File: config.mk
export PLATFORM = sky130hd
export DESIGN_NAME = load_store_unit
export DESIGN_NICKNAME = d
export VERILOG_FILES = /design/src/rtl/load_store_unit.sv
export SDC_FILE = /design/constraint.sdc
export NUM_CORES = 1
export LEC_CHECK = 0
export BUFFER_PORTS_ARGS = -buffer_cell sky130_fd_sc_hd__buf_2
export CORE_MARGIN = 10
export CORE_UTILIZATION = 50
export DETAILED_ROUTE_END_ITERATION = 10
export GPL_TIMING_DRIVEN = 1
export PLACE_DENSITY = 0.95
export SYNTH_ARGS = -nofsm -noshare
export SYNTH_HDL_FRONTEND = slang
export SYNTH_SLANG_ARGS = --single-unit
File: constraint.sdc
create_clock -name clk -period 5.8 [get_ports clk]
set_input_delay 0.87 -clock clk [delete_from_list [all_inputs] [get_ports clk]]
set_output_delay 0.87 -clock clk [all_outputs]
set_load 0.01 [all_outputs]
File: src/rtl/load_store_unit.sv
// Sub-word load/store sequencer: checks a core request, drives one word-wide memory
// transaction with lane-replicated data and a per-bit mask, and returns a one-cycle response.
`timescale 1ns/1ps

package controller_pkg;
    localparam logic READ  = 1'b0;
    localparam logic WRITE = 1'b1;
endpackage

module load_store_unit #(
    parameter bit RESP_ON_STORE = 1'b1
) (
    input  logic        clk,
    input  logic        reset,
    input  logic        req_valid,
    output logic        req_ready,
    input  logic        req_write,
    input  logic [2:0]  req_funct3,
    input  logic [31:0] req_address,
    input  logic [31:0] req_wdata,
    output logic        resp_valid,
    output logic [31:0] resp_rdata,
    output logic        resp_misaligned,
    output logic        resp_illegal,
    input  logic        memory_ready,
    input  logic        memory_valid,
    input  logic [31:0] read_memory_data,
    output logic [31:0] read_memory_address,
    output logic [31:0] write_memory_address,
    output logic [31:0] write_memory_data,
    output logic [31:0] write_memory_mask,
    output logic        memory_command,
    output logic        memory_enable
);

    typedef enum logic [1:0] {
        IDLE  = 2'd0,
        ISSUE = 2'd1,
        WAIT  = 2'd2,
        RESP  = 2'd3
    } state_t;

    state_t      state_q, state_d;
    logic [31:0] addr_q, addr_d;
    logic [2:0]  funct3_q, funct3_d;
    logic        write_q, write_d;
    logic [31:0] mem_wdata_q, mem_wdata_d;
    logic [31:0] mem_mask_q, mem_mask_d;
    logic        mem_cmd_q, mem_cmd_d;
    logic        resp_valid_q, resp_valid_d;
    logic [31:0] resp_rdata_q, resp_rdata_d;
    logic        resp_mis_q, resp_mis_d;
    logic        resp_ill_q, resp_ill_d;
    logic        illegal_s;
    logic        misaligned_s;
    logic        mem_enable_s;

    // BU/HU exist only as loads; every code above W is illegal for stores.
    function automatic logic is_illegal(input logic write, input logic [2:0] f3);
        logic bad;
        case (f3)
            3'b000, 3'b001, 3'b010: bad = 1'b0;
            3'b100, 3'b101:         bad = write;
            default:                bad = 1'b1;
        endcase
        return bad;
    endfunction

    function automatic logic is_misaligned(input logic [2:0] f3, input logic [1:0] a);
        logic bad;
        case (f3)
            3'b001, 3'b101: bad = a[0];
            3'b010:         bad = (a != 2'b00);
            default:        bad = 1'b0;
        endcase
        return bad;
    endfunction

    function automatic logic [31:0] store_data(input logic [2:0] f3, input logic [31:0] w);
        logic [31:0] d;
        case (f3)
            3'b000:  d = {4{w[7:0]}};
            3'b001:  d = {2{w[15:0]}};
            3'b010:  d = w;
            default: d = 32'd0;
        endcase
        return d;
    endfunction

    function automatic logic [31:0] store_mask(input logic [2:0] f3, input logic [1:0] a);
        logic [31:0] m;
        case (f3)
            3'b000: begin
                case (a)
                    2'd0:    m = 32'h0000_00FF;
                    2'd1:    m = 32'h0000_FF00;
                    2'd2:    m = 32'h00FF_0000;
                    default: m = 32'hFF00_0000;
                endcase
            end
            3'b001:  m = a[1] ? 32'hFFFF_0000 : 32'h0000_FFFF;
            3'b010:  m = 32'hFFFF_FFFF;
            default: m = 32'd0;
        endcase
        return m;
    endfunction

    function automatic logic [31:0] load_extract(input logic [2:0] f3, input logic [1:0] a,
                                                 input logic [31:0] word);
        logic [7:0]  b;
        logic [15:0] h;
        logic [31:0] r;
        case (a)
            2'd0:    b = word[7:0];
            2'd1:    b = word[15:8];
            2'd2:    b = word[23:16];
            default: b = word[31:24];
        endcase
        h = a[1] ? word[31:16] : word[15:0];
        case (f3)
            3'b000:  r = {{24{b[7]}}, b};
            3'b100:  r = {24'd0, b};
            3'b001:  r = {{16{h[15]}}, h};
            3'b101:  r = {16'd0, h};
            3'b010:  r = word;
            default: r = 32'd0;
        endcase
        return r;
    endfunction

    // Next-state, request capture and response formation.
    always_comb begin
        state_d      = state_q;
        addr_d       = addr_q;
        funct3_d     = funct3_q;
        write_d      = write_q;
        mem_wdata_d  = mem_wdata_q;
        mem_mask_d   = mem_mask_q;
        mem_cmd_d    = mem_cmd_q;
        resp_valid_d = 1'b0;
        resp_rdata_d = resp_rdata_q;
        resp_mis_d   = resp_mis_q;
        resp_ill_d   = resp_ill_q;
        mem_enable_s = 1'b0;
        illegal_s    = is_illegal(req_write, req_funct3);
        misaligned_s = !illegal_s && is_misaligned(req_funct3, req_address[1:0]);

        case (state_q)
            IDLE: begin
                if (req_valid) begin
                    addr_d       = req_address;
                    funct3_d     = req_funct3;
                    write_d      = req_write;
                    mem_cmd_d    = req_write ? controller_pkg::WRITE : controller_pkg::READ;
                    mem_wdata_d  = req_write ? store_data(req_funct3, req_wdata) : 32'd0;
                    mem_mask_d   = req_write ? store_mask(req_funct3, req_address[1:0]) : 32'd0;
                    resp_rdata_d = 32'd0;
                    resp_ill_d   = illegal_s;
                    resp_mis_d   = misaligned_s;
                    if (illegal_s || misaligned_s) begin
                        state_d      = RESP;
                        resp_valid_d = 1'b1;
                    end else begin
                        state_d = ISSUE;
                    end
                end else begin
                    state_d = IDLE;
                end
            end
            ISSUE: begin
                if (memory_ready) begin
                    mem_enable_s = 1'b1;
                    // Posted stores complete without waiting for memory_valid.
                    if (write_q && !RESP_ON_STORE) begin
                        state_d      = RESP;
                        resp_valid_d = 1'b1;
                    end else begin
                        state_d = WAIT;
                    end
                end else begin
                    state_d = ISSUE;
                end
            end
            WAIT: begin
                if (memory_valid) begin
                    state_d      = RESP;
                    resp_valid_d = 1'b1;
                    resp_rdata_d = write_q ? 32'd0 : load_extract(funct3_q, addr_q[1:0], read_memory_data);
                end else begin
                    state_d = WAIT;
                end
            end
            RESP: begin
                state_d      = IDLE;
                resp_rdata_d = 32'd0;
                resp_mis_d   = 1'b0;
                resp_ill_d   = 1'b0;
            end
            default: begin
                state_d = IDLE;
            end
        endcase
    end

    // State and output registers.
    always_ff @(posedge clk or negedge reset) begin
        if (!reset) begin
            state_q      <= IDLE;
            addr_q       <= 32'd0;
            funct3_q     <= 3'd0;
            write_q      <= 1'b0;
            mem_wdata_q  <= 32'd0;
            mem_mask_q   <= 32'd0;
            mem_cmd_q    <= controller_pkg::READ;
            resp_valid_q <= 1'b0;
            resp_rdata_q <= 32'd0;
            resp_mis_q   <= 1'b0;
            resp_ill_q   <= 1'b0;
        end else begin
            state_q      <= state_d;
            addr_q       <= addr_d;
            funct3_q     <= funct3_d;
            write_q      <= write_d;
            mem_wdata_q  <= mem_wdata_d;
            mem_mask_q   <= mem_mask_d;
            mem_cmd_q    <= mem_cmd_d;
            resp_valid_q <= resp_valid_d;
            resp_rdata_q <= resp_rdata_d;
            resp_mis_q   <= resp_mis_d;
            resp_ill_q   <= resp_ill_d;
        end
    end

    assign req_ready            = (state_q == IDLE);
    assign memory_enable        = mem_enable_s;
    assign resp_valid           = resp_valid_q;
    assign resp_rdata           = resp_rdata_q;
    assign resp_misaligned      = resp_mis_q;
    assign resp_illegal         = resp_ill_q;
    assign read_memory_address  = addr_q;
    assign write_memory_address = addr_q;
    assign write_memory_data    = mem_wdata_q;
    assign write_memory_mask    = mem_mask_q;
    assign memory_command       = mem_cmd_q;

endmodule

# == Word-level counts from Yosys, hierarchy flattened ==
# Index checks and enable logic that the tools add are counted.
# word_totals
memories,0
ramBits,0
latch_bits,0
in_bits,105
rom_bits,0
word_cells,76
reg_bits,138
# op_classes
add_sub_neg,0
muxes,31
eq_ne,17
shift,0
div,0
order_cmp,0
mul,0
bitwise,0
n_reduce_logical,17
# ops
operator,n
$pmux 32 s3,4
$mux 32,6
$pmux 32 s5,1
$pmux 8 s3,1
$mux 16,1
$eq 3x3->1 const B,4
$pmux 1 s2,5
$mux 1,9
$eq 2x2->1 const B,4
$pmux 2 s4,1
$eq 2x1->1 const B,3
$eq 3x1->1 const B,2
$eq 3x2->1 const B,2
$logic_not 2->1,3
$logic_not 3->1,2
$mux 2,3
$ne 2x2->1 const B,2
$reduce_and 2->1,2
$reduce_bool 2->1,2
$reduce_or 2->1,2
$reduce_and 3->1,1
$reduce_bool 3->1,1
$reduce_or 3->1,1
$logic_and 1x1->1,1
other kinds (2),2

# == Depth between registers and ports, before layout ==
# depth
word_depth,9
ltp_mapped,7

# == Least setup slack after synthesis ==
# Ideal clock, no wire load.
# synth_timing
kind,in2reg
startpoint,input req_valid
endpoint,"register resp_rdata_q[10], in the netlist resp_rdata[10]"
stages,6
setup_time_ns,0.087
path_buffers,2
arrival_time_ns,2.237
setup_slack_ns,3.476
path_cell_list,or3b_1 -> buf_2 -> and2_4 -> or4_4 -> buf_6 -> o211ai_1
# synth_between
elab_chain_len,2
# synth_lines
item,line_no,rtl
start: declaration,15,"input logic req_valid,"
$ne 2x2->1 (no line),-,
$reduce_and 3->1 (no line),-,
end signal: assignment,228,resp_rdata_q <= resp_rdata_d;
end: declaration,51,"logic [31:0] resp_rdata_q, resp_rdata_d;"
# Every way passes these cells.
# A chain may end at the register's enable or synchronous reset.

# == Final worst setup path ==
# layout_timing
startpoint,input memory_ready
endpoint,output memory_enable
# layout_between
elab_chain_len,2
# layout_lines
item,line_no,rtl
start: declaration,25,"input logic memory_ready,"
$mux 1,171,if (memory_ready) begin
$mux 1,148,case (state_q)
end: declaration,33,output logic memory_enable
# Every way passes these cells.

==> results.tsv <==
stage	metric	value	unit
global_route	gr-usage-met3	6.68	%
placement	io_buf_count	270	
global_route	wire_length_of_the_first_global_routing_pass	26700	um
synthesis	syn_avg_cell_area	9.47	um^2
clock_tree	cts_made_buffers	9	
synthesis	synth_warnings	0	
job	timing.max_cap.violations	0	
placement	dpl_worst_slack	3.12	ns
floorplan	chipHeight	125	um
floorplan	row_count	38	
synthesis	yosys.area_share.simple	15.5	%
clock_tree	worst_setup_hold_path_clk_slew	0.11	ns
global_route	total_routing_resource_utilization_after_global_routing	20.4	%
placement	gpl.final_weighted_congestion	0.856	
synthesis	synth_top_area_share	49.4	%
synthesis	seq_area_frac_synth	49.4	%
clock_tree	clock-root-buffer	clkbuf_8	
clock_tree	number_of_levels_in_the_clock_h_tree	3	
global_route	grt_busiest_layer	met2	
clock_tree	cts.sinks	109	
route	first_iter_violations	579	
clock_tree	post_cts_resize_count	0	
finish	filler_cell_count	913	
synthesis	netlist_area	0.00552	mm^2
clock_tree	cts_max_path_buffers	2	
global_route	grt_antenna_before_repair	0	
global_route	met2_usage	33.5	%
synthesis	synth.top_cells.by_count	156 x nand2_1, 109 x dfrtp_1, 63 x buf_4	
critical_path	worst_ep_required_time	4.93	ns
critical_path	crit_path_max_fanout	2	
route	routed_wire_length_per_instance	18.5	um
critical_path	crit_arrival	1.50	ns
floorplan	floorplan.die_area	0.0156	mm^2
timing	max_freq	422	MHz
synthesis	synthMostInstantiatedCell	nand2_1	
synthesis	synthXorXnorAreaFrac	0	%
synthesis	synthTopCellsByArea	dfrtp_1 49%, nand2_1 11%, buf_4 8.6%	
placement	detailedPlacementHpwl	13200	um
synthesis	synth_mux_area_share	5.48	%
synthesis	synth_ff_type	dfrtp_1	
route	remaining_drc_errors	0	
synthesis	largest_family_of_logic_cells_by_synthesized_area	compound AO/OA/AOI/OAI gates	
floorplan	io_pins	271	
clock_tree	tritoncts	yes	
timing	timing.max_slew.rel_slack	22.6	%
synthesis	synth_compound_gate_area_share	18.1	%
run_status	result_of_the_run	complete, no violations	
timing	rsz0062_at_grt	false	
power	power_leakage	3.73	nW
synthesis	post_synth_inst_count	583	
finish	synthToLayoutAreaGrowth	21.3	%
critical_path	crit_path_end_kind	primary output	
synthesis	adder_cell_fraction_of_synth_area	0	%
global_route	grt_pass1_vias	4966	
timing	finalWorstSetupSlack	3.43	ns
timing	clock-skew-final	0.0126	ns
timing	final-setup-viol-count	0	
synthesis	synth_edf_count	0	
route	wirelength	16900	um
synthesis	ys_ff_latch	109	
synthesis	syn-num-nets	688	
floorplan	die_span_in_x	125	um
finish	antenna_cells	0	
route	drt-vias-per-instance	5.48	
route	detailedRoute.firstPassIterationCount	5	
timing	setup-tns-final	0	ns
synthesis	synth.largest_area_cell	dfrtp_1	
global_route	grt_start_max_net_pins	76	
timing	hold_violations	0	
clock_tree	cts_setup_buffers	0	
timing	slew_viol_final	0	
clock_tree	cts-hold-fix-buffers	0	
route	via_count	5009	
finish	finish.net_count	874	
global_route	use_met1	25.2	%
min_path	worstHoldPathType	in2async	
finish	layout-drive-gt1-share	40.2	%
clock_tree	clock_latency	0.36	ns
power	post_layout_total_power	3.46	mW
route	postRouteAntennaNets	0	
synthesis	synthDistinctLibCells	43	
timing	timing.final.crit_share	40.8	%
floorplan	design.core.area	0.0108	mm^2
timing	final.min_clock_period	2.37	ns
timing	timing_worst_slew_pin_value	1.16	ns
global_route	grt.overflow.total	0	
critical_path	crit_path_start_kind	primary input	
power	power.density	516	mW/mm^2
power	ir_worst_vdd	0.000258	V
floorplan	floorplan.initialDensity	50.9	%
synthesis	synth_async_sr_flop_share	100	%
critical_path	worst-setup-path-type	in2out	
==> layer usage <==
layer  vias up  part of all wire (%)  routed length (um)
li1       2310                     -                   -
met1      2374                    39                6600
met2       302                    50                8470
met3        23                   9.3                1580
met4         0                   1.7                 289
met5         -                     0                   0
==> where the power goes <==
| part | total (mW) | switching (mW) | internal [mW] |
|---|---|---|---|
| sequential | 1.32 | 0.270 | 1.05 |
| combinational | 1.62 | 0.953 | 0.664 |
| clock | 0.521 | 0.271 | 0.250 |
==> sequential cells by signal (all words and copies together), names as in the netlist <==
register             count
funct3_q                 3
read_memory_address     32
resp_illegal             1
resp_misaligned          1
resp_rdata              32
resp_valid               1
state_q                  2
write_memory_data       32
write_memory_mask        4
write_q                  1
==> cells by family (layout without fill, tap and decap cells) <==
| kind of cell | count (synthesis) | after routing |
|---|---|---|
| AOI/OAI and AO/OA | 148 | 148 |
| buffers and inverters | 102 | 293 |
| DFF | 109 | 109 |
| muxes | 21 | 21 |
| and+or+nand+nor | 203 | 203 |
==> stage by stage <==
| step | utilization (%) | cells | hold slack [ns] | area [um^2] |
|---|---|---|---|---|
| after detailed placement | 59.7 | 898 | 0.465 | 6470 |
| after floorplan | - | 583 | 0.516 | 5520 |
| final | 61.8 | 914 | 0.489 | 6700 |
| after global routing | 61.8 | 914 | 0.510 | 6700 |
| after CTS | 61.8 | 914 | 0.492 | 6700 |
| after global placement | 59.7 | 898 | 0.457 | 6470 |
==> critical path: stages <==
cell     delay [ns]
buf_2          0.08
inv_1          0.05
nor3b_1        0.29
buf_2          0.21
==> final timing paths <==
| kind | from | cells past startpoint | end | slack (ns) |
|---|---|---|---|---|
| hold / removal | reset | 1 | read_memory_address[27]$_DFFE_PN0P_ | 0.49 |
| setup / recovery | memory_ready | 4 | memory_enable | 3.43 |
| min in group clk | write_memory_data[25]$_DFFE_PN0P_ | 2 | write_memory_data[25]$_DFFE_PN0P_ | 0.49 |
| setup reg to reg | state_q[1]$_DFF_PN0_ | 4 | resp_rdata[8]$_DFFE_PN0P_ | 3.50 |
| max in group asynchronous | reset | 2 | read_memory_address[15]$_DFFE_PN0P_ | 4.12 |
| hold reg to reg | write_memory_data[25]$_DFFE_PN0P_ | 2 | write_memory_data[25]$_DFFE_PN0P_ | 0.49 |
==> cell type report <==
cell class	count	area (um^2)	share of cell area, %
flip-flops and latches	109	2730	40.7
multi-input cells	372	2170	32.4
repair buffers	275	1390	20.8
well taps	140	175	2.61
clock buffers	9	124	1.85
clock inverters	7	105	1.57
inverters	2	7.51	0.112
==> cell usage in the layout (no fill, tap or decap), types with 2 or more instances in the layout <==
cell type  count
o21bai_1       2
and2_0         7
o21ba_2        2
a221oi_1       9
a22oi_1        7
clkbuf_8       9
nor3b_1        2
nor2b_1        5
nand2b_1       4
a21o_1        10
buf_2        269
buf_4          6
o21a_1         2
mux4_2         7
nand2_1      156
o21ai_1        3
inv_1          2
mux2_2         4
a22o_1        18
nor2_1        18
a21oi_1       56
mux2i_1       10
a221o_1        7
o211ai_1       7
o21ai_0       20
dfrtp_1      109
bufinv_16      2
clkinv_4       2
Power figures use the tool's default switching activity.
